<file path="config.mk">
export PLATFORM = sky130hd
export DESIGN_NAME = spi_controller
export DESIGN_NICKNAME = d
export VERILOG_FILES = /design/src/rtl/spi_controller_pkg.sv /design/src/rtl/spi_clk_div.sv /design/src/rtl/spi_controller.sv
export SDC_FILE = /design/constraint.sdc
export NUM_CORES = 1
export LEC_CHECK = 0
export CAP_MARGIN = 20
export CELL_PAD_IN_SITES_DETAIL_PLACEMENT = 0
export CELL_PAD_IN_SITES_GLOBAL_PLACEMENT = 2
export CORE_AREA = 5 5 84 86
export CTS_BUF_LIST = sky130_fd_sc_hd__clkbuf_4 sky130_fd_sc_hd__clkbuf_8
export DETAILED_ROUTE_END_ITERATION = 8
export DIE_AREA = 0 0 89 91
export PLACE_DENSITY = 0.76
export SLEW_MARGIN = 20
export SYNTH_ARGS = -nofsm -noshare
export SYNTH_HDL_FRONTEND = slang
export SYNTH_SLANG_ARGS = --single-unit
export TNS_END_PERCENT = 1
</file>
<file path="constraint.sdc">
create_clock -name clk -period 5.7 [get_ports clk]
set_input_delay 1.14 -clock clk [delete_from_list [all_inputs] [get_ports clk]]
set_output_delay 1.14 -clock clk [all_outputs]
set_load 0.02 [all_outputs]
</file>
<file path="src/rtl/spi_controller_pkg.sv">
// ---------------------------------------------------------------------------
// spi_pkg
//
// Shared definitions for the SPI initiator and the on-chip SPI peripheral
// register block it talks to.
//   - Frame geometry: {rw, addr[6:0], wdata[7:0]}, sent MSB first.
//   - Controller state encoding.
//   - Peripheral register map. The peripheral silently discards any address
//     above MAX_ADDRESS, so the controller does not range-check addresses.
// ---------------------------------------------------------------------------
package spi_pkg;

    localparam int FRAME_BITS = 16;
    localparam int ADDR_W     = 7;
    localparam int DATA_W     = 8;

    localparam logic [ADDR_W-1:0] MAX_ADDRESS = 7'h04;
    localparam logic              RW_WRITE    = 1'b1;

    // Peripheral register map
    localparam logic [ADDR_W-1:0] REG_CTRL    = 7'h00;
    localparam logic [ADDR_W-1:0] REG_STATUS  = 7'h01;
    localparam logic [ADDR_W-1:0] REG_PWM     = 7'h02;
    localparam logic [ADDR_W-1:0] REG_SCRATCH = 7'h03;
    localparam logic [ADDR_W-1:0] REG_ID      = 7'h04;

    typedef enum logic [2:0] {
        IDLE,
        SETUP,
        SHIFT,
        HOLD,
        GAP
    } ctrl_state_t;

    function automatic logic [FRAME_BITS-1:0] pack_frame(
        input logic              rw,
        input logic [ADDR_W-1:0] addr,
        input logic [DATA_W-1:0] wdata
    );
        return {rw, addr, wdata};
    endfunction

endpackage

</file>
<file path="src/rtl/spi_clk_div.sv">
// ---------------------------------------------------------------------------
// spi_clk_div
//
// Half-period counter for the SPI clock. It counts clk cycles while enabled
// and pulses phase_tick on the cycle in which the count reaches CLK_DIV-1.
// The count reloads to zero on that same edge, so every sclk phase lasts
// exactly CLK_DIV cycles.
//
// Ports:
//   clk        in   system clock
//   rst_n      in   asynchronous active-low reset
//   enable     in   count while high; held at zero while low
//   restart    in   force the count back to zero
//   phase_tick out  one-cycle pulse at the end of each half-period
// ---------------------------------------------------------------------------
module spi_clk_div #(
    parameter int CLK_DIV = 4
) (
    input  logic clk,
    input  logic rst_n,
    input  logic enable,
    input  logic restart,
    output logic phase_tick
);

    localparam logic [7:0] LAST = 8'(CLK_DIV - 1);

    logic [7:0] count;

    assign phase_tick = enable && (count == LAST);

    // NOTE: sequential state is updated with non-blocking assignments so
    // every register samples the values from before the clock edge.
    always_ff @(posedge clk or negedge rst_n) begin
        if (!rst_n) begin
            count <= '0;
        end else if (!enable || restart || phase_tick) begin
            count <= '0;
        end else begin
            count <= count + 8'd1;
        end
    end

endmodule

</file>
<file path="src/rtl/spi_controller.sv">
// ---------------------------------------------------------------------------
// spi_controller
//
// SPI mode-0 initiator. A single-cycle start in IDLE captures one 16-bit
// frame {rw, addr, wdata} and sends it MSB first on copi. copi changes on
// sclk falling edges, so it is stable for a full half-period around every
// rising edge. Sequence: IDLE -> SETUP -> SHIFT -> HOLD -> GAP -> IDLE.
// All outputs come straight from registers.
//
// Build option: define SPI_CTRL_READBACK_EN to add cipo/rdata. cipo is
// sampled on the clk edge where sclk rises for frame bits 7..0, and the
// captured byte appears on rdata in the done cycle.
//
// Ports:
//   clk    in   system clock
//   rst_n  in   asynchronous active-low reset
//   start  in   request pulse, accepted only in IDLE
//   rw     in   frame bit 15 (1 = write)
//   addr   in   frame bits 14:8
//   wdata  in   frame bits 7:0
//   busy   out  high from the cycle after acceptance until done
//   done   out  one-cycle pulse at end of frame
//   sclk   out  SPI clock, idle low
//   ncs    out  chip select, active low
//   copi   out  serial data to peripheral
//   cipo   in   serial data from peripheral   (SPI_CTRL_READBACK_EN only)
//   rdata  out  captured read byte            (SPI_CTRL_READBACK_EN only)
// ---------------------------------------------------------------------------
module spi_controller
    import spi_pkg::*;
#(
    parameter int CLK_DIV  = 4,
    parameter int CS_SETUP = 4,
    parameter int CS_HOLD  = 4,
    parameter int CS_GAP   = 4
) (
    input  logic              clk,
    input  logic              rst_n,
    input  logic              start,
    input  logic              rw,
    input  logic [ADDR_W-1:0] addr,
    input  logic [DATA_W-1:0] wdata,
    output logic              busy,
    output logic              done,
    output logic              sclk,
    output logic              ncs,
    output logic              copi
`ifdef SPI_CTRL_READBACK_EN
    ,
    input  logic              cipo,
    output logic [DATA_W-1:0] rdata
`endif
);

    localparam logic [7:0] SETUP_LAST = 8'(CS_SETUP - 1);
    localparam logic [7:0] HOLD_LAST  = 8'(CS_HOLD - 1);
    // GAP is entered on the edge ncs rises; done is raised one cycle before
    // the gap ends so that its pulse occupies the final gap cycle.
    localparam logic [7:0] GAP_LAST   = 8'(CS_GAP - 2);
    localparam logic [4:0] LAST_BIT   = 5'(FRAME_BITS);

    ctrl_state_t           state, state_nxt;
    logic [FRAME_BITS-1:0] shift_reg, shift_nxt;
    logic [4:0]            bit_cnt, bit_nxt;     // sclk rising edges so far
    logic [7:0]            wait_cnt, wait_nxt;   // SETUP/HOLD/GAP cycle count
    logic                  busy_nxt, done_nxt, sclk_nxt, ncs_nxt, copi_nxt;
    logic                  phase_tick, div_restart;

    assign div_restart = (state == SETUP) && (wait_cnt == SETUP_LAST);

    spi_clk_div #(
        .CLK_DIV (CLK_DIV)
    ) u_clk_div (
        .clk        (clk),
        .rst_n      (rst_n),
        .enable     (state == SHIFT),
        .restart    (div_restart),
        .phase_tick (phase_tick)
    );

`ifdef SPI_CTRL_READBACK_EN
    logic sample_en;
`endif

    always_ff @(posedge clk or negedge rst_n) begin
        if (!rst_n) begin
            state     <= IDLE;
            shift_reg <= '0;
            bit_cnt   <= '0;
            wait_cnt  <= '0;
            busy      <= 1'b0;
            done      <= 1'b0;
            sclk      <= 1'b0;
            ncs       <= 1'b1;
            copi      <= 1'b0;
        end else begin
            state     <= state_nxt;
            shift_reg <= shift_nxt;
            bit_cnt   <= bit_nxt;
            wait_cnt  <= wait_nxt;
            busy      <= busy_nxt;
            done      <= done_nxt;
            sclk      <= sclk_nxt;
            ncs       <= ncs_nxt;
            copi      <= copi_nxt;
        end
    end

    // NOTE: every signal written here is given a default first, so no path
    // through the case statement can leave one unassigned and infer a latch.
    always_comb begin
        state_nxt = state;
        shift_nxt = shift_reg;
        bit_nxt   = bit_cnt;
        wait_nxt  = '0;
        busy_nxt  = busy;
        done_nxt  = 1'b0;
        sclk_nxt  = sclk;
        ncs_nxt   = ncs;
        copi_nxt  = copi;
`ifdef SPI_CTRL_READBACK_EN
        sample_en = 1'b0;
`endif
        unique case (state)
            IDLE: begin
                // A start coinciding with the done pulse belongs to the
                // frame just finished and is dropped.
                if (start && !done) begin
                    shift_nxt = pack_frame(rw, addr, wdata);
                    copi_nxt  = rw;
                    ncs_nxt   = 1'b0;
                    busy_nxt  = 1'b1;
                    sclk_nxt  = 1'b0;
                    bit_nxt   = '0;
                    state_nxt = SETUP;
                end
            end
            SETUP: begin
                if (div_restart) begin
                    sclk_nxt  = 1'b1;
                    bit_nxt   = 5'd1;
                    state_nxt = SHIFT;
                end else begin
                    wait_nxt = wait_cnt + 8'd1;
                end
            end
            SHIFT: begin
                if (phase_tick) begin
                    if (sclk) begin
                        sclk_nxt = 1'b0;
                        if (bit_cnt == LAST_BIT) begin
                            state_nxt = HOLD;
                        end else begin
                            shift_nxt = {shift_reg[FRAME_BITS-2:0], 1'b0};
                            copi_nxt  = shift_reg[FRAME_BITS-2];
                        end
                    end else begin
                        sclk_nxt = 1'b1;
                        bit_nxt  = bit_cnt + 5'd1;
`ifdef SPI_CTRL_READBACK_EN
                        // Rises 9..16 carry frame bits 7..0.
                        sample_en = (bit_cnt >= 5'd8);
`endif
                    end
                end
            end
            HOLD: begin
                if (wait_cnt == HOLD_LAST) begin
                    ncs_nxt   = 1'b1;
                    copi_nxt  = 1'b0;
                    state_nxt = GAP;
                end else begin
                    wait_nxt = wait_cnt + 8'd1;
                end
            end
            GAP: begin
                if (wait_cnt == GAP_LAST) begin
                    done_nxt  = 1'b1;
                    busy_nxt  = 1'b0;
                    state_nxt = IDLE;
                end else begin
                    wait_nxt = wait_cnt + 8'd1;
                end
            end
            default: state_nxt = IDLE;
        endcase
    end

`ifdef SPI_CTRL_READBACK_EN
    logic [DATA_W-1:0] capture;

    always_ff @(posedge clk or negedge rst_n) begin
        if (!rst_n) begin
            capture <= '0;
            rdata   <= '0;
        end else begin
            if (sample_en) begin
                capture <= {capture[DATA_W-2:0], cipo};
            end
            if (done_nxt) begin
                rdata <= capture;
            end
        end
    end
`endif

endmodule
</file>
==> impl_metrics.py <==
metrics = {
    "detailed_routing": {
        "drc": 0,
        "finalWirelength_um": 4470,
        "vias": 1537,
        "drtIter0Drc": 60,
        "route.detailed.vias_per_inst": 4.990,
        "ant_nets": 0,
        "wl_per_cell_um": 14.51,
        "detail_route.first_pass.iterations": 4,
    },
    "worst_setup_path": {
        "critical_path.max_fanout": 14,
        "criticalPathCategory": "input pin to register",
        "regToRegEndpoint": "shift_reg[3]",
        "worst_path_required_time_ps": 5880,
        "reg2reg_from": "state[1]",
        "start_kind": "input pin",
        "crit_chain": "clkdlybuf4s50_1, or3b_1, or3_4, nand2_4, mux2_2",
        "worst_r2r_path_depth": 4,
        "critical_path.endpoint_type": "register",
        "cpPeakStageDelay_ps": 470,
        "worst-endpoint-arrival_ps": 3010,
        "r2r_setup_slack_ps": 3250,
        "slowest_stage": "sky130_fd_sc_hd__clkdlybuf4s50_1",
    },
    "clock_tree": {
        "post_cts_resize_count": 0,
        "clk_pin_slew_worst_paths_ps": 80,
        "clock_tree_from_tritoncts": "yes",
        "cts.hold.buffers_added": 0,
        "clkSinkCount": 44,
        "cts_htree_levels": 2,
        "cts_root_buf": "sky130_fd_sc_hd__clkbuf_8",
        "clockBufferDepth": 2,
        "cts_inserted_buffers": 5,
        "cts.repair_timing.setup_buffer_count": 0,
        "clk-insertion-delay-late_ps": 290,
    },
    "final_layout": {
        "num_antenna_cells": 0,
        "drive_above_1_share_pct": 21.21,
        "fin_nets": 254,
        "layout.filler_cells": 595,
        "fin_util_pct": 44.06,
        "largest_reg_flops": 15,
        "syn2layout_area_growth_pct": 16.78,
    },
    "synthesis": {
        "post_synth_xor_area_fraction_pct": 4.864,
        "syn_inst": 206,
        "avgSynthCellArea_um2": 11.36,
        "muxShareOfSynthArea_pct": 15.98,
        "synth_seq_cells": 44,
        "syn-cell-area_um2": 2341,
        "synth-compound-area-share_pct": 7.910,
        "synth-edff-count": 0,
        "ys.flop_type": "sky130_fd_sc_hd__dfrtp_1",
        "yosys_warnings": 0,
        "synth.net_count": 230,
        "synthAdderAreaFrac_pct": 2.672,
        "post_synth_num_cell_types": 46,
        "synthSimpleGateAreaFrac_pct": 18.55,
        "async_set_reset_flop_share_out_of_synthesis_pct": 100.0,
        "ys_seq_area_share_pct": 47.09,
        "synth_top_family_by_area": "simple AND/OR/NAND/NOR gates",
    },
    "worst_hold_path": {
        "timing.hold.worst_path_depth": 1,
        "min_to": "wait_cnt[0]",
        "min-delay-path-class": "register to register",
        "min_from": "wait_cnt[0]",
    },
    "die": {
        "placeableCoreArea_um2": 6205,
        "rows": 29,
        "die_span_x_um": 89,
        "design.portCount": 24,
        "fp.dieArea_um2": 8099,
        "initial_core_util_pct": 37.73,
        "die_h_um": 91,
    },
    "timing": {
        "finalSetupViolations": 0,
        "timing.hold.ws_ps": 505.0,
        "max_clock_freq_mhz": 353.5,
        "final.setup.tns_ps": 0,
        "skew_ps": 6.204,
        "min_period_ps": 2829,
        "rsz0062_at_grt": "false",
        "final_max_slew_viol_count": 0,
        "max-slew-margin-rel_pct": 41.90,
        "tightest_slew_ps": 871.5,
        "finalCritPeriodShare_pct": 49.63,
        "final-hold-violation-count": 0,
    },
    "place": {
        "place.port_buffers": 23,
        "detailedPlacementHpwl_um": 3081,
        "weighted_congestion_at_the_end_of_routability_driven_global_placement": 0.6946,
    },
    "pwr": {
        "max-vdd-ir-drop_mv": 0.2384,
        "pwr-share-seq_pct": 44.2,
        "netSwitchingPower_w": 0.0003699,
        "share_clk_of_total_power_pct": 21.1,
        "power.static_leakage_nw": 1.157,
        "power_density_nw_per_um2": 414.1,
        "power.switching_fraction_pct": 32.67,
        "combinationalPowerShare_pct": 34.7,
        "cellInternalPower_w": 0.0007621,
    },
    "grt": {
        "first_global_vias": 1606,
        "gr-total-overflow": 0,
        "maximum_number_of_pins_on_one_net_before_global_route_repair": 45,
        "gr-usage-all-layers_pct": 12.01,
        "grt_pass1_wl_um": 7797,
        "number_of_antenna_violations_at_the_first_check_in_global_routing": 0,
    },
    "job": {
        "maxCapViolCount": 0,
    },
    "outcome": {
        "outcome": "completed",
    },
}
cells by family after synthesis:
family | after synthesis
multiplexers | 30
AO/OA/AOI/OAI | 27
XOR/XNOR | 13
buffers and inverters | 13
flip-flops | 44
adder cells (fa/ha/maj) | 5
AND/OR/NAND/NOR | 74
cell usage in the layout (no fill, tap or decap), drive strengths merged, types with 3 or more instances in the layout:
cell type	n
dfrtp	43
mux2	29
clkdlybuf4s50	22
nor2	20
nand3	16
nand2	12
xor2	8
inv	7
clkbuf	6
xnor2	5
o21ai	5
ha	5
a21oi	4
nor2b	3
and3	3
nand2b	3
a31oi	3
o31ai	3
a22o	3
metal layers:
layer	wire length [um]	vias to the layer above	global-route usage, %
li1	-	776	-
met1	2121	740	16.75
met2	2176	19	18.13
met3	143	2	3.258
met4	29	0	3.722
met5	0	-	0
worst max path at each step:
stage / depth (start not counted) / start / end / slack, ps
final: 5 / start / shift_reg[12] / 2870
after CTS: 5 / start / shift_reg[1] / 2860
after global routing: 5 / start / shift_reg[1] / 2790
after global placement: 5 / start / shift_reg[12] / 2580
after floorplan: 5 / start / shift_reg[10] / 3170
after detailed placement: 5 / start / shift_reg[1] / 2550
through the flow:
| stage | std cells | setup slack (ps) | cell area, um2 | total power, W |
|---|---|---|---|---|
| 2_1_floorplan | 206 | 3169 | 2341 | 0.0007965 |
| 3_3_place_gp | 300 | 2577 | 2620 | 0.0009024 |
| 3_5_place_dp | 300 | 2546 | 2620 | 0.0009045 |
| 4_1_cts | 308 | 2859 | 2731 | 0.001151 |
| 5_1_grt | 308 | 2791 | 2734 | 0.001218 |
| 6_report | 308 | 2871 | 2734 | 0.001132 |
worst max-delay path: cells and delay by family:
| kind | cells | cell delay [ps] |
|---|---|---|
| simple gates | 3 | 1020 |
| buf+inv | 1 | 470 |
| mux | 1 | 370 |
cells in the mapped netlist (2+ instances only):
cell,instances,area share (%)
sky130_fd_sc_hd__nand4_1,2,0.53
sky130_fd_sc_hd__clkbuf_1,2,0.32
sky130_fd_sc_hd__or2_2,2,0.53
sky130_fd_sc_hd__a22o_1,3,1.1
sky130_fd_sc_hd__inv_1,7,1.1
sky130_fd_sc_hd__mux2_4,10,6.4
sky130_fd_sc_hd__xor2_1,8,3.0
sky130_fd_sc_hd__nand3_1,15,3.2
sky130_fd_sc_hd__dfrtp_1,43,46
sky130_fd_sc_hd__a21oi_1,4,0.86
sky130_fd_sc_hd__nand2b_1,3,0.80
sky130_fd_sc_hd__xnor2_1,5,1.9
sky130_fd_sc_hd__ha_1,5,2.7
sky130_fd_sc_hd__buf_2,3,0.64
sky130_fd_sc_hd__o31ai_1,3,0.96
sky130_fd_sc_hd__a211oi_1,2,0.64
sky130_fd_sc_hd__and3_1,3,0.80
sky130_fd_sc_hd__nor2b_1,3,0.80
sky130_fd_sc_hd__mux2_2,19,9.1
sky130_fd_sc_hd__o21ai_0,5,1.1
sky130_fd_sc_hd__o22ai_1,2,0.53
sky130_fd_sc_hd__nand2_1,11,1.8
sky130_fd_sc_hd__nor2_1,20,3.2
sky130_fd_sc_hd__a31oi_1,3,0.80
sky130_fd_sc_hd__nor4_4,2,1.8
power by group through the flow:
| stage | logic (W) | registers, W | clock network (W) |
|---|---|---|---|
| after CTS | 0.000402 | 0.000500 | 0.000249 |
| after global routing | 0.000437 | 0.000516 | 0.000265 |
| after floorplan | 0.000316 | 0.000481 | 0 |
| after global placement | 0.000396 | 0.000507 | 0 |
| final | 0.000393 | 0.000501 | 0.000239 |
| after detailed placement | 0.000400 | 0.000505 | 0 |
final cells by class:
cell class / instances / area (um2) / area share, %
clock buffers: 6 / 76.32 / 2.792
clock inverters: 2 / 35.03 / 1.281
inverters: 7 / 26.28 / 0.9611
multi-input cells: 149 / 1170 / 42.79
flip-flops and latches: 44 / 1102 / 40.32
well taps: 77 / 96.34 / 3.524
repair buffers: 23 / 227.7 / 8.330
(Power assumes the default switching activity.)
